`src/rtl/dest_rx_pkg.sv`:
```
// dest_rx_pkg: word field positions and FSM state encodings shared by
// dest_rx_drain and its testbench-facing logic.
package dest_rx_pkg;

    // Word layout: [5] virtual channel, [4] destination port, [3:0] payload.
    localparam int VC_BIT      = 5;
    localparam int DEST_BIT    = 4;
    localparam int PAYLOAD_MSB = 3;
    localparam int PAYLOAD_LSB = 0;

    // Drain FSM states; the encoding is fixed so waveforms read the same
    // in every build.
    typedef enum logic [1:0] {
        ST_INIT   = 2'd0,
        ST_IDLE   = 2'd1,
        ST_ACTIVE = 2'd2,
        ST_ERROR  = 2'd3
    } state_e;

endpackage

```
`src/rtl/rr_arb2.sv`:
```
// rr_arb2: two-requester round-robin arbiter. The pointer names the
// preferred requester when both ask; it toggles on every advance, and a
// lone requester is always granted regardless of the pointer.
module rr_arb2 (
    input  logic       clk_i,
    input  logic       reset_i,
    input  logic       clear_i,
    input  logic [1:0] req_i,
    input  logic       advance_i,
    output logic [1:0] gnt_o,
    output logic       ptr_o
);

    logic ptr_q;
    logic ptr_d;

    // Grant selection: contention resolved by the pointer, otherwise pass the request.
    always_comb begin
        gnt_o = 2'b00;
        if (req_i == 2'b11) begin
            gnt_o = ptr_q ? 2'b10 : 2'b01;
        end else begin
            gnt_o = req_i;
        end
    end

    // Pointer next state: flips after each granted pop.
    always_comb begin
        ptr_d = ptr_q;
        if (advance_i) begin
            ptr_d = ~ptr_q;
        end
    end

    // Pointer register; clear returns preference to port 0.
    always_ff @(posedge clk_i) begin
        if (reset_i || clear_i) begin
            ptr_q <= 1'b0;
        end else begin
            ptr_q <= ptr_d;
        end
    end

    assign ptr_o = ptr_q;

endmodule

```
`src/rtl/dest_rx_drain.sv`:
```
// dest_rx_drain: drains two destination FIFOs into a single receive port.
// Pops are combinational; FIFO data arrives one cycle after a pop and is
// registered, so a word popped in cycle N is presented on data_rx in N+2.
// Optional feature: define DEST_RX_DRAIN_CHECK_EN to check each word's
// destination bit against the FIFO it came from and stop in ERROR on a
// mismatch.
//
// Handshake: pop0/pop1 are read strobes toward FIFOs that present data the
// following cycle; valid_rx is a one-cycle strobe with no back-pressure,
// and rx_ready only gates new pops, so at most one word is in flight when
// the sink deasserts it.
module dest_rx_drain
    import dest_rx_pkg::*;
#(
    parameter int DATA_W = 6,
    parameter int CNT_W  = 8
) (
    input  logic              clk,
    input  logic              reset,
    input  logic              init,
    input  logic              empty0,
    input  logic              empty1,
    input  logic [DATA_W-1:0] data_out0,
    input  logic [DATA_W-1:0] data_out1,
    input  logic              rx_ready,
    output logic              pop0,
    output logic              pop1,
    output logic [DATA_W-1:0] data_rx,
    output logic              valid_rx,
    output logic              port_rx,
    output logic [CNT_W-1:0]  cnt0,
    output logic [CNT_W-1:0]  cnt1,
    output logic              init_out,
    output logic              idle_out,
    output logic              active_out,
    output logic              error_out
);

    state_e              state_q, state_d;
    logic                inflight_q, inflight_d;
    logic                fl_port_q, fl_port_d;
    logic                valid_q, valid_d;
    logic [DATA_W-1:0]   data_q, data_d;
    logic                port_q, port_d;
    logic [CNT_W-1:0]    cnt0_q, cnt0_d;
    logic [CNT_W-1:0]    cnt1_q, cnt1_d;

    logic                pop_en;
    logic [1:0]          req;
    logic [1:0]          gnt;
    logic                pop_any;
    logic                rr_ptr;
    logic [DATA_W-1:0]   rx_word;
    logic                mismatch;
    logic                deliver;

    // Pop permission: init is also excluded because entering INIT forgets
    // the in-flight flag, which would silently lose a word popped that cycle.
    always_comb begin
        pop_en = !reset && !init && rx_ready &&
                 ((state_q == ST_IDLE) || (state_q == ST_ACTIVE));
        req    = {!empty1, !empty0} & {2{pop_en}};
    end

    rr_arb2 u_arb (
        .clk_i     (clk),
        .reset_i   (reset),
        .clear_i   (init),
        .req_i     (req),
        .advance_i (pop_any),
        .gnt_o     (gnt),
        .ptr_o     (rr_ptr)
    );

    assign pop_any = gnt[0] | gnt[1];
    assign pop0    = gnt[0];
    assign pop1    = gnt[1];

    // Select the returning word for the port popped last cycle and decide
    // whether it is delivered.
    always_comb begin
        rx_word = fl_port_q ? data_out1 : data_out0;
`ifdef DEST_RX_DRAIN_CHECK_EN
        mismatch = inflight_q && (rx_word[DEST_BIT] != fl_port_q);
`else
        mismatch = 1'b0;
`endif
        deliver = inflight_q && !mismatch && !init &&
                  ((state_q == ST_IDLE) || (state_q == ST_ACTIVE));
    end

    // FSM next state: init beats a mismatch, a mismatch beats normal flow.
    always_comb begin
        state_d = state_q;
        case (state_q)
            ST_INIT:   state_d = ST_IDLE;
            ST_IDLE:   if (pop_any) state_d = ST_ACTIVE;
            ST_ACTIVE: if (empty0 && empty1 && !inflight_q) state_d = ST_IDLE;
            ST_ERROR:  state_d = ST_ERROR;
            default:   state_d = ST_INIT;
        endcase
        if (mismatch) begin
            state_d = ST_ERROR;
        end
        if (init) begin
            state_d = ST_INIT;
        end
    end

    // Datapath next state: in-flight tracking, receive register, counters.
    always_comb begin
        inflight_d = pop_any;
        fl_port_d  = gnt[1];
        valid_d    = deliver;
        data_d     = data_q;
        port_d     = port_q;
        cnt0_d     = cnt0_q;
        cnt1_d     = cnt1_q;
        if (deliver) begin
            data_d = rx_word;
            port_d = fl_port_q;
            if (fl_port_q) begin
                cnt1_d = cnt1_q + CNT_W'(1);
            end else begin
                cnt0_d = cnt0_q + CNT_W'(1);
            end
        end
        if (init) begin
            cnt0_d = '0;
            cnt1_d = '0;
        end
    end

    // State and datapath registers; reset discards any in-flight word.
    always_ff @(posedge clk) begin
        if (reset) begin
            state_q    <= ST_INIT;
            inflight_q <= 1'b0;
            fl_port_q  <= 1'b0;
            valid_q    <= 1'b0;
            data_q     <= '0;
            port_q     <= 1'b0;
            cnt0_q     <= '0;
            cnt1_q     <= '0;
        end else begin
            state_q    <= state_d;
            inflight_q <= inflight_d;
            fl_port_q  <= fl_port_d;
            valid_q    <= valid_d;
            data_q     <= data_d;
            port_q     <= port_d;
            cnt0_q     <= cnt0_d;
            cnt1_q     <= cnt1_d;
        end
    end

    // One-hot state indication and registered receive outputs.
    always_comb begin
        init_out   = (state_q == ST_INIT);
        idle_out   = (state_q == ST_IDLE);
        active_out = (state_q == ST_ACTIVE);
        error_out  = (state_q == ST_ERROR);
    end

    assign data_rx  = data_q;
    assign valid_rx = valid_q;
    assign port_rx  = port_q;
    assign cnt0     = cnt0_q;
    assign cnt1     = cnt1_q;

    // The pointer is observable only through grant order.
    logic unused_ptr;
    assign unused_ptr = rr_ptr;

endmodule

```
`config.mk`:
```
export PLATFORM = sky130hd
export DESIGN_NAME = dest_rx_drain
export DESIGN_NICKNAME = d
export VERILOG_FILES = /design/src/rtl/dest_rx_pkg.sv /design/src/rtl/rr_arb2.sv /design/src/rtl/dest_rx_drain.sv
export SDC_FILE = /design/constraint.sdc
export NUM_CORES = 1
export LEC_CHECK = 0
export ABC_CLOCK_PERIOD_IN_PS = 2100
export CORE_MARGIN = 5
export CORE_UTILIZATION = 40
export CTS_BUF_LIST = sky130_fd_sc_hd__clkbuf_16
export DETAILED_ROUTE_END_ITERATION = 16
export PLACE_DENSITY = 0.75
export SLEW_MARGIN = 20
export SYNTH_ARGS = -nofsm -noshare
export SYNTH_HDL_FRONTEND = slang
export SYNTH_HIERARCHICAL = 1
export SYNTH_SLANG_ARGS = --single-unit
```
`constraint.sdc`:
```
create_clock -name clk -period 2.1 [get_ports clk]
set_clock_uncertainty 0.1 [all_clocks]
set_input_delay 0.42 -clock clk [delete_from_list [all_inputs] [get_ports clk]]
set_output_delay 0.42 -clock clk [all_outputs]
set_load 0.005 [all_outputs]
```
; Word-level counts from Yosys, hierarchy flattened
; Cells that the tools add are included.
[totals]
register_bits = 29
elab_cells = 46
in_bits = 18
output_inout_bits = 30
[op_classes]
bitwise = 4
n_addsub = 2
reduce_logical = 19
eq_ne = 6
n_mux = 6
[op_table]
columns = operator, count
row1 = $add A8 B1 Y8 const B, 2
row2 = $mux W2, 4
row3 = $pmux W2 S4, 1
row4 = $logic_and A1 B1 Y1, 7
row5 = $eq A2 B2 Y1 const B, 3
row6 = $mux W6, 1
row7 = $reduce_and A2 Y1, 3
row8 = $logic_not A1 Y1, 5
row9 = $ne A2 B1 Y1 const B, 2
row10 = $and A2 B2 Y2, 1
row11 = $eq A2 B1 Y1 const B, 1
row12 = $logic_not A2 Y1, 1
row13 = $logic_or A1 B1 Y1, 2
row14 = $not A1 Y1, 2
row15 = $reduce_or A2 Y1, 1
row16 = $or A1 B1 Y1, 1

; Depth between registers and ports, before layout
[logic_depth]
ltp_word = 10
depth_mapped = 9
mapped_depth_nobuf = 9

; Hierarchy
; The synthesis kept the hierarchy.
[modules_own_cells]
columns = mod, area_each_um2, instances, cells_each
row1 = dest_rx_drain, 1332.5, 1, 146
row2 = rr_arb2, 57.6, 1, 6

; Least setup slack after synthesis
; No wires, ideal clock.
[synth_path]
kind = reg2reg
start = reg state_q[0]
end = reg state_q[0]
path_buffers = 0
stages_incl_launch_ff = 9
arrival_ns = 1.989
setup_slack_ns = -0.112
setup_time_ns = 0.123
cell_sequence = dfxtp_1 -> inv_1 -> ha_1 -> nand3_1 -> nor2_1 -> a21boi_0 -> nor2_1 -> a22o_1 -> mux2_1
[synth_between]
elab_chain_len = 9
[synth_rtl]
columns = element, line
row1 = from (decl), dest_rx_drain.sv:39  ; state_e state_q, state_d;
row2 = from (signal assigned), dest_rx_drain.sv:146  ; state_q <= state_d;
row3 = $eq A2 B1 Y1 / $eq A2 B2 Y1 (equally long branches), dest_rx_drain.sv:61  ; ((state_q == ST_IDLE) || (state_q == ST_ACTIVE));
row4 = $logic_or A1 B1 Y1 (*), dest_rx_drain.sv:61
row5 = $logic_and A1 B1 Y1 (*), dest_rx_drain.sv:60  ; pop_en = !reset && !init && rx_ready &&
row6 = $and A2 B2 Y2 (*), dest_rx_drain.sv:62  ; req = {!empty1, !empty0} & {2{pop_en}};
row7 = named net req[1], dest_rx_drain.sv:49  ; logic [1:0] req;
row8 = $eq A2 B2 Y1, rr_arb2.sv:20  ; if (req_i == 2'b11) begin
row9 = $mux W2 (*), rr_arb2.sv:20
row10 = named net pop1, dest_rx_drain.sv:27  ; output logic pop1,
row11 = $or A1 B1 Y1 (*), dest_rx_drain.sv:75  ; assign pop_any = gnt[0] | gnt[1];
row12 = $ne A2 B1 Y1 (no source line) (*), n/a
row13 = $reduce_and A2 Y1 (no source line) (*), n/a
; The timed path passes the listed nets; every way through them passes the cells marked *.
; A chain may end at the register's enable or synchronous reset.

; Worst setup path in the final report
[layout_path]
start = in init
end = reg state_q[0]
[layout_between]
elab_chain_len = 10
[layout_rtl]
columns = element, line
row1 = from (decl), dest_rx_drain.sv:20  ; input logic init,
row2 = $logic_not A1 Y1 (*), dest_rx_drain.sv:60
row3 = $logic_and A1 B1 Y1 (*) (3 in series), dest_rx_drain.sv:60
row4 = $and A2 B2 Y2 (*), dest_rx_drain.sv:62
row5 = named net req[0], dest_rx_drain.sv:49
row6 = $eq A2 B2 Y1, rr_arb2.sv:20
row7 = $mux W2 (*), rr_arb2.sv:20
row8 = $or A1 B1 Y1 (*), dest_rx_drain.sv:75
row9 = $ne A2 B1 Y1 (no source line) (*), n/a
row10 = $reduce_and A2 Y1 (no source line) (*), n/a
; Marked as above.

==> impl_metrics.json <==
{
  "clk_latency_ns": 0.27,
  "final_nets": 246,
  "track_usage_pct": 17.7,
  "wl_per_cell_um": 13.9,
  "crit_required_ns": 2.15,
  "pwr-share-seq_pct": 42.0,
  "cap_viol_max_count": 0,
  "place_congestion": 0.718,
  "area_growth_pct": 60.0,
  "vias_per_cell": 5.27,
  "max_freq_ghz": 0.498,
  "crit-reg2reg-launch": "state_q[0]",
  "finalInstanceArea_um2": 2220,
  "routed_wl_um": 3720,
  "drv_slew": 0,
  "path_max_fanout": 2,
  "power.internal_w": 0.00105,
  "first_pass_iters": 4,
  "fill_cells": 292,
  "critPathLaunch": "init",
  "io_buffers": 47,
  "n_antenna_cell": 0,
  "pwr_density_cell_nw_per_um2": 598,
  "period_share_pct": 95.7,
  "max_slew_margin_pct": 82.0,
  "worstSetupStartpointType": "primary input",
  "regToRegEndpoint": "state_q[0]",
  "die_w_um": 69.0,
  "grt_pass1_wl_um": 6290,
  "die_h_um": 69.0,
  "synthFlopType": "dfxtp_1",
  "vias": 1413,
  "worstSetupEndpoint": "state_q[0]",
  "clock-sinks": 29,
  "grt_overflow_total": 0,
  "synth_seq_cells": 29,
  "rrSetupSlack_ns": 0.11,
  "seq_area_frac_synth_pct": 41.8,
  "swShare_pct": 20.9,
  "status": "complete, no violations",
  "peakVddDrop_mv": 0.397,
  "hp-class": "flop to flop",
  "yosysMostFrequentCell": "dfxtp_1",
  "p_leak_nw": 0.815,
  "avgSynthCellArea_um2": 9.15,
  "clockPowerShare_pct": 49.2,
  "netlist_area_um2": 1390,
  "synth_top_area_share_pct": 41.8,
  "ys_warn_count": 6,
  "worst_ep_arrival_time_ns": 2.06,
  "start_util_pct": 41.3,
  "die_area_um2": 4750,
  "ys_top_cells_by_count": "dfxtp_1, nor2_1, a21oi_1",
  "dp_hpwl_um": 2820,
  "end_kind": "flop",
  "fp-row-count": 21,
  "period_needed_ns": 2.01,
  "tightestPinTransition_ns": 0.268,
  "synth-edff-count": 0,
  "synth_nets": 177,
  "htreeDepth": 2,
  "clockRootBuffer": "clkbuf_16",
  "grt_max_degree": 16,
  "ios": 48,
  "finalHoldViolCount": 0,
  "cts_tree": "yes",
  "cts_hold_buf": 0,
  "postSynth.asyncResetShare_pct": 0,
  "ant_nets": 0,
  "cts_made_buffers": 5,
  "ys_types": 33,
  "core_um2": 3360,
  "first_iter_violations": 43,
  "dpl_cell_area_um2": 2040,
  "grt_antenna_before_repair": 0,
  "synth_top_area_cell": "dfxtp_1",
  "clk_path_buf_depth": 2,
  "synth_area_leaders": "dfxtp_1, ha_1, a21oi_1, mux2i_1, a211oi_1",
  "fin_tns_setup_ns": 0,
  "grt_pass1_vias": 1453,
  "rsz0062_at_grt": "no",
  "setup_violations": 0,
  "postSynthCellCount": 152,
  "r2r_cells": 10,
  "crit_type": "primary input to flop",
  "netSwitchingPower_w": 0.000278,
  "p_comb_share_pct": 8.8,
  "drc": 0,
  "clkTransAtPathRegs_ns": 0.05,
  "drive_gt1_share_pct": 20.7
}
layer usage:
metal / wire length, um / vias to the layer above / share of wire, % / GRT usage, %
li1: - / 697 / - / -
met1: 1520 / 677 / 41 / 19.2
met2: 1950 / 37 / 52 / 30.7
met3: 236 / 2 / 6.3 / 6.81
met4: 14 / 0 / 0.38 / 6.81
met5: 0 / - / 0 / 0
logic make-up (layout without fill, tap and decap cells):
logic type                 count (synthesis)  in the layout  share of synthesized area [%]
and+or+nand+nor                           54             54                           23.1
muxes                                      7              7                           5.13
xor gates and xnor gates                   3              3                           1.89
buffers and inverters                     14             84                           4.23
AOI/OAI and AO/OA                         38             38                           17.6
adders and majority gates                  7              7                           6.30
DFF                                       29             29                           41.8
cells in the final DEF, fill, tap and decap left out, types with 3 or more instances in the layout:
cell / count
clkdlybuf4s50_1: 41
dfxtp_1: 27
buf_4: 21
a21oi_1: 14
nor2_1: 13
a211oi_1: 8
o31ai_1: 8
or4_1: 8
nand2_1: 7
inv_1: 6
mux2i_1: 6
ha_1: 6
nand3_1: 5
clkbuf_16: 5
o21ai_0: 3
or3_1: 3
xnor2_1: 3
what timing repair did:
item | 4_1_cts | 5_1_grt
setup buffers | 2 | 2
endpoints found under the setup margin | 2 | 5
pin swaps | 4 | 5
gates resized for setup | 14 | 8
power by group through the flow:
stage                     registers [W]  clock network [W]  logic [W]
after floorplan                0.000568                  0  0.0000419
after global placement         0.000568                  0   0.000108
after detailed placement       0.000568                  0   0.000111
after CTS                      0.000558           0.000662   0.000113
after global routing           0.000558           0.000691   0.000128
final                          0.000558           0.000655   0.000117
registers in the layout, summed over array words and instances (netlist names):
signal / flops
data_rx: 6
u_arb/ptr_o: 1
inflight_q: 1
cnt0: 8
state_q: 2
cnt1: 8
port_rx: 1
fl_port_q: 1
valid_rx: 1
worst max-delay path: stages:
cell and delay (ns):
dlygate4sd2_1 0.24, nor2_1 0.24, nand3_4 0.13, nor2_4 0.10
buf_4 0.11, a21boi_2 0.05, buf_4 0.13, nor2_2 0.12
a22o_1 0.19, mux2_1 0.32
area by class of cell:
type / instances / area [um^2] / share of cell area, %
Clock buffer: 5 / 125 / 5.62
Clock inverter: 3 / 12.5 / 0.562
Inverter: 8 / 30.0 / 1.35
Multi-Input combinational cell: 109 / 796 / 35.8
Sequential cell: 29 / 583 / 26.2
Tap cell: 46 / 57.6 / 2.59
Timing Repair Buffer: 68 / 621 / 27.9
through the flow:
stage	hold WS (ns)	instances	setup WS, ns	utilization, %	power, W
finish	0.368	268	0.0900	66.1	0.00133
global route	0.403	268	0.00314	66.1	0.00138
CTS	0.372	267	0.0145	65.5	0.00133
detailed placement	0.365	257	-0.424	60.8	0.000679
global placement	0.350	257	-0.397	60.8	0.000675
floorplan	0.353	152	0.0668	-	0.000610
how the worst min path moves through the flow:
stage,end,slack [ns],from,cells past startpoint
6_report,port_rx,0.37,port_rx,2
5_1_grt,port_rx,0.40,port_rx,2
4_1_cts,port_rx,0.37,port_rx,2
3_5_place_dp,port_rx,0.37,port_rx,2
3_3_place_gp,port_rx,0.35,port_rx,2
2_1_floorplan,port_rx,0.35,port_rx,2
(Power assumes the default switching activity.)
